File: src/rtl/register_write_stage.sv
// Eight-entry register bank feeding the read multiplexer: byte-enabled writes,
// a sequenced clear-all sweep, a per-register dirty bitmap and ack/err pulses.
module register_write_stage #(
    parameter int DATA_WIDTH = 32,
    parameter int ADDR_WIDTH = 3
) (
    input  logic                    clk,
    input  logic                    reset_n,
    input  logic                    we,
    input  logic [ADDR_WIDTH-1:0]   wAddr,
    input  logic [DATA_WIDTH-1:0]   wData,
    input  logic [DATA_WIDTH/8-1:0] be,
    input  logic                    clr,
    output logic                    busy,
    output logic                    wr_ack,
    output logic                    wr_err,
    output logic [7:0]              dirty,
    output logic [DATA_WIDTH-1:0]   to_reg0,
    output logic [DATA_WIDTH-1:0]   to_reg1,
    output logic [DATA_WIDTH-1:0]   to_reg2,
    output logic [DATA_WIDTH-1:0]   to_reg3,
    output logic [DATA_WIDTH-1:0]   to_reg4,
    output logic [DATA_WIDTH-1:0]   to_reg5,
    output logic [DATA_WIDTH-1:0]   to_reg6,
    output logic [DATA_WIDTH-1:0]   to_reg7
);

    localparam int NUM_REGS  = 8;
    localparam int NUM_BYTES = DATA_WIDTH / 8;

    typedef enum logic {
        IDLE,
        CLEAR
    } state_t;

    state_t                  state;
    state_t                  state_nxt;
    logic [ADDR_WIDTH-1:0]   ptr;
    logic [ADDR_WIDTH-1:0]   ptr_nxt;
    logic                    wr_accept;
    logic                    wr_drop;
    logic [DATA_WIDTH-1:0]   regs [NUM_REGS];

    always_ff @(posedge clk or negedge reset_n) begin
        if (!reset_n) begin
            state <= IDLE;
            ptr   <= '0;
        end else begin
            state <= state_nxt;
            ptr   <= ptr_nxt;
        end
    end

    // clr wins over a simultaneous write; any write outside plain IDLE is dropped.
    always_comb begin
        state_nxt = state;
        ptr_nxt   = ptr;
        wr_accept = 1'b0;
        wr_drop   = 1'b0;
        case (state)
            IDLE: begin
                if (clr) begin
                    state_nxt = CLEAR;
                    ptr_nxt   = '0;
                    wr_drop   = we;
                end else begin
                    wr_accept = we;
                end
            end
            CLEAR: begin
                wr_drop = we;
                ptr_nxt = ptr + ADDR_WIDTH'(1);
                if (ptr == ADDR_WIDTH'(NUM_REGS - 1)) begin
                    state_nxt = IDLE;
                    ptr_nxt   = '0;
                end
            end
            default: begin
                state_nxt = IDLE;
                ptr_nxt   = '0;
            end
        endcase
    end

    always_ff @(posedge clk or negedge reset_n) begin
        if (!reset_n) begin
            for (int r = 0; r < NUM_REGS; r++) begin
                regs[r] <= '0;
            end
            dirty  <= '0;
            wr_ack <= 1'b0;
            wr_err <= 1'b0;
        end else begin
            wr_ack <= wr_accept;
            wr_err <= wr_drop;
            if (state == CLEAR) begin
                regs[ptr]  <= '0;
                dirty[ptr] <= 1'b0;
            end else if (wr_accept) begin
                for (int b = 0; b < NUM_BYTES; b++) begin
                    if (be[b]) begin
                        regs[wAddr][b*8 +: 8] <= wData[b*8 +: 8];
                    end
                end
                if (|be) begin
                    dirty[wAddr] <= 1'b1;
                end
            end
        end
    end

    assign busy    = (state == CLEAR);
    assign to_reg0 = regs[0];
    assign to_reg1 = regs[1];
    assign to_reg2 = regs[2];
    assign to_reg3 = regs[3];
    assign to_reg4 = regs[4];
    assign to_reg5 = regs[5];
    assign to_reg6 = regs[6];
    assign to_reg7 = regs[7];

endmodule

File: config.mk
export PLATFORM = sky130hd
export DESIGN_NAME = register_write_stage
export DESIGN_NICKNAME = d
export VERILOG_FILES = /design/src/rtl/register_write_stage.sv
export SDC_FILE = /design/constraint.sdc
export NUM_CORES = 1
export LEC_CHECK = 0
export CAP_MARGIN = 20
export CORE_ASPECT_RATIO = 1.2
export CORE_UTILIZATION = 43
export DETAILED_ROUTE_END_ITERATION = 12
export PLACE_DENSITY = 0.85
export RECOVER_POWER = 25
export SLEW_MARGIN = 10
export SYNTH_ARGS = -nofsm -noshare
export SYNTH_HDL_FRONTEND = slang
export SYNTH_SLANG_ARGS = --single-unit
File: constraint.sdc
create_clock -name clk -period 1.66 [get_ports clk]
set_input_delay 0.498 -clock clk [delete_from_list [all_inputs] [get_ports clk]]
set_output_delay 0.498 -clock clk [all_outputs]
set_load 0.005 [all_outputs]
==> results.md <==
- The run finished, with violations left.
- The checks that failed: setup timing.
- The number of cells produced by synthesis is 831.
- The startpoint of the most critical hold path is to_reg1[13].
- The synthesis warning total is 0.
- Of the total power, combinational logic draws 0.396.
- The critical setup path kind is reg2reg.
- The slowest cell on the critical path is sky130_fd_sc_hd__or4b_4.
- The minimum setup slack after placement is -714 ps.
- Data arrives at the worst endpoint at 2210 ps.
- After synthesis, the mean cell area works out to 12.9 um2.
- The final period demand of the worst path is 1810 ps.
- The sequential cells in the finished layout cover a total of 0.00676 mm2.
- The number of vias in the routed layout is 9872.
- The horizontal die dimension is 146 um.
- At the end of the flow, the number of nets in the layout was 1407.
- Of the total power, registers draw 0.361.
- The height of the die is 175 um.
- On the worst path, the slowest cell contributes a delay of 640 ps.
- Across the VDD grid, the largest voltage drop is 0.948 mV.
- The required time of the critical path is 2070 ps.
- The number of iterations in the first detailed-routing pass is 6.
- The worst flop-to-flop path endpoint is to_reg4[28].
- The HPWL after detailed placement is 26500 um.
- The number of flip-flops and latches in the synthesized netlist is 270.
- The classification of the worst-slack hold path is reg2reg.
- The analysis attributes to cell leakage a power of 8.19 nW.
- The ratio of total power to cell area is 1430 mW/mm2.
- After detailed routing, the number of remaining DRC violations is 0.
- The worst-case clock skew is 13.9 ps.
- The hold path endpoint is to_reg1[13].
- The relative slew slack is 0.310.
- The fraction of final layout cells sized beyond drive strength 1 is 0.346.
- For this design, the sink count on the clock tree is 270.
- In this run the count of I/O pins placed on the die edge is 310.
- The logic depth of the worst register-to-register path is 4.
- The top achievable clock speed is 0.554 GHz.
- The filler cells instantiated in the layout total 1551.
- The count of distinct cell types in the synthesized netlist is 39.
- The die area is 0.0256 mm2.
- For the pin with the worst max-slew slack, the measured transition is 1040 ps.
- The commonest cells after synthesis are 270 x sky130_fd_sc_hd__dfrtp_1, 118 x sky130_fd_sc_hd__o22ai_1, 116 x sky130_fd_sc_hd__inv_1.
- The worst register-to-register path begins at busy.
- Traced cell by cell, the critical path runs through buf_8 -> or4b_4 -> a2bb2oi_4 -> o22ai_1.
- CTS placed an instance of sky130_fd_sc_hd__clkbuf_16 at the clock tree root.
- The initial cell density of the core is 0.437.
- The area taken by multi-input logic gates is 0.00410 mm2.
- The layout overhead on the synthesized area is 65.3%.
- In this run the tool buffered the top-level ports with 309 buffer cells.
- The final estimated routing congestion in global placement is 0.875.
- Cell internal power was estimated by the tool at 16.9 mW.
- No sink is reached through more buffers than the 3 on the longest clock path.
- The number of buffer and inverter instances along the worst setup path is 1.
- For this run, the leading register cell type out of synthesis is sky130_fd_sc_hd__dfrtp_1.
- The global router's overall resource usage is 0.306.
- Of all flip-flops after synthesis, the portion carrying an async set or reset was 1.00.
- The reg-to-reg setup timing slack is -150 ps.
- Of the total power, the share spent switching nets is 0.332.
- The floorplan step defined a core boundary enclosing 0.0246 mm2.
- The setup total negative slack is -13330 ps.
- The portion of total power attributed to the clock network is 0.243.
- The count of endpoints failing hold in the final timing report came to 0.
- In the post-synthesis netlist, the biggest area contributors are sky130_fd_sc_hd__dfrtp_1 63%, sky130_fd_sc_hd__o22ai_1 6.9%, sky130_fd_sc_hd__a32o_1 6.0%, sky130_fd_sc_hd__o2bb2ai_1 5.2%, sky130_fd_sc_hd__inv_1 4.1%.
- CTS built an H-tree with a depth of 1.
- Summing every instance area after synthesis gives 0.0107 mm2.
- The first global-routing pass estimated 60200 um of wire.
- The routed length per instance is 24.6 um.
- The synthesized design contains 0 enable-type register cells.
- The start point of the critical path is busy.
- The initial antenna violation count is 1.
- The row count is 63.
- Counting the buffers created by CTS gives 26.
- Entering global routing, the biggest net connects 58 pins.
- Of the synthesized area, sequential elements account for 0.629.
- Setup violations remaining at the end of the flow were counted as 193.
- Once detail routing completed, the nets flagged for antenna violations numbered 0.
- The final global-route overflow total is 0.
- The clock reaches the later pin of the worst-skew pair after 540 ps.
- After clock tree synthesis, the clock-pin slew on the worst setup and hold paths is 70 ps.
- The family of cells with the greatest summed delay on the critical path is simple AND/OR/NAND/NOR gates.
- After detailed routing, the number of vias per cell comes to 5.79.
- The count of max-cap constraint violations is 0.
- The worst path setup slack after routing is -146 ps.
- The cell with the most instances after synthesis is sky130_fd_sc_hd__dfrtp_1.
- The final max-slew violation count was 0.
- The cell type with the highest aggregate area in the netlist is sky130_fd_sc_hd__dfrtp_1.
- The final worst-path cycle share is 1.09.
- The startpoint class of the critical path is a flop.
- For this block, the initial DRC count from the detailed router was 656.
- Setup repair after global routing could not meet its margin everywhere.
- The nature of the critical path endpoint is a flop.
- The switching component of the power is 8.41 mW.
- The number of nets in the synthesized netlist is 876.
- The highest net fanout along the worst path is 10.
- The area share of the largest cell type after synthesis is 0.629.
- The CTS tree is done.
- The via count of the first global-routing pass is 10354.
- The final wirelength is 42000 um.
- The cell depth of the worst hold path is 1.
==> how the worst max path moves through the flow <==
stage          cells past startpoint  slack (ps)           to
2_1_floorplan                      5         -10  to_reg6[10]
4_1_cts                            4        -120  to_reg4[17]
3_3_place_gp                       6        -670   to_reg0[4]
5_1_grt                            7        -190  to_reg1[23]
3_5_place_dp                       6        -710   to_reg0[2]
6_report                           4        -150  to_reg4[28]
==> layout make-up <==
type | instances | share of cell area
Sequential cell | 270 | 0.381
Timing Repair Buffer | 551 | 0.292
Multi-Input combinational cell | 397 | 0.231
Clock buffer | 39 | 0.0429
Inverter | 116 | 0.0245
Tap cell | 325 | 0.0229
Clock inverter | 7 | 0.00620
Antenna cell | 1 | 0.000141
==> placed cells by master, fill, tap and decap left out, types with 3 or more instances in the layout <==
| cell | n |
|---|---|
| sky130_fd_sc_hd__buf_4 | 196 |
| sky130_fd_sc_hd__o2bb2ai_1 | 25 |
| sky130_fd_sc_hd__a32o_1 | 62 |
| sky130_fd_sc_hd__dlygate4sd2_1 | 4 |
| sky130_fd_sc_hd__o2bb2ai_2 | 34 |
| sky130_fd_sc_hd__nand2_2 | 3 |
| sky130_fd_sc_hd__clkbuf_8 | 4 |
| sky130_fd_sc_hd__bufinv_16 | 3 |
| sky130_fd_sc_hd__clkbuf_1 | 8 |
| sky130_fd_sc_hd__buf_12 | 31 |
| sky130_fd_sc_hd__dfrtp_1 | 269 |
| sky130_fd_sc_hd__nand2b_1 | 9 |
| sky130_fd_sc_hd__a22o_1 | 27 |
| sky130_fd_sc_hd__clkdlybuf4s50_1 | 37 |
| sky130_fd_sc_hd__buf_8 | 3 |
| sky130_fd_sc_hd__nor2b_1 | 12 |
| sky130_fd_sc_hd__a2bb2oi_4 | 4 |
| sky130_fd_sc_hd__nand2_1 | 28 |
| sky130_fd_sc_hd__and3b_2 | 3 |
| sky130_fd_sc_hd__inv_1 | 116 |
| sky130_fd_sc_hd__o22ai_4 | 11 |
| sky130_fd_sc_hd__clkdlybuf4s15_2 | 11 |
| sky130_fd_sc_hd__buf_6 | 7 |
| sky130_fd_sc_hd__and4bb_4 | 3 |
| sky130_fd_sc_hd__clkbuf_16 | 29 |
| sky130_fd_sc_hd__o22ai_2 | 41 |
| sky130_fd_sc_hd__o2bb2ai_4 | 5 |
| sky130_fd_sc_hd__clkdlybuf4s15_1 | 213 |
| sky130_fd_sc_hd__buf_2 | 42 |
| sky130_fd_sc_hd__nor4b_4 | 4 |
| sky130_fd_sc_hd__clkinv_2 | 4 |
| sky130_fd_sc_hd__o22ai_1 | 76 |
| sky130_fd_sc_hd__a2bb2oi_2 | 10 |
==> flip-flops by register name (all words and copies together), names as in the netlist, 32 cells and up <==
name,cells
to_reg6,32
to_reg5,32
to_reg3,32
to_reg4,32
to_reg7,32
to_reg1,32
to_reg2,32
to_reg0,32
==> kinds of logic after synthesis <==
group / count (synthesis) / share of synthesized area
and+or+nand+nor: 95 / 0.0661
DFF: 270 / 0.629
AOI/OAI and AO/OA: 300 / 0.240
adders and majority gates: 2 / 0.00233
buffers and inverters: 164 / 0.0619
==> power groups by stage <==
stage,Combinational [mW],Clock (mW),Sequential (mW)
after detailed placement,8.63,0,9.24
after CTS,9.25,6.17,9.05
after global routing,10.6,6.46,9.26
after floorplan,3.36,0,8.98
after global placement,8.37,0,9.19
final,10.0,6.15,9.14
==> stage by stage <==
step	hold WS [ps]	cell area, um2	utilization	instances	power, mW
floorplan	202	10700	-	831	12.3
global placement	385	15400	0.625	1549	17.6
detailed placement	393	15400	0.625	1549	17.9
CTS	432	17200	0.699	1698	24.5
global route	507	17800	0.722	1706	26.3
finish	492	17800	0.722	1706	25.3
==> routing by layer <==
metal / vias to the layer above / wire (um) / GRT usage
met4: 0 / 1810 / 0.126
li1: 4176 / - / -
met5: - / 0 / 0
met2: 569 / 21200 / 0.537
met3: 137 / 3530 / 0.0705
met1: 4990 / 15400 / 0.360
==> what timing repair did <==
action,in CTS,in global routing
hold buffers,1,0
buffers inserted,102,5
resized for setup,696,78
setup endpoints to repair,531,367
pin swaps,15,12
gates cloned,0,2
endpoints found under the hold margin,25,0
Note: power is estimated with default switching activity, not from simulation.
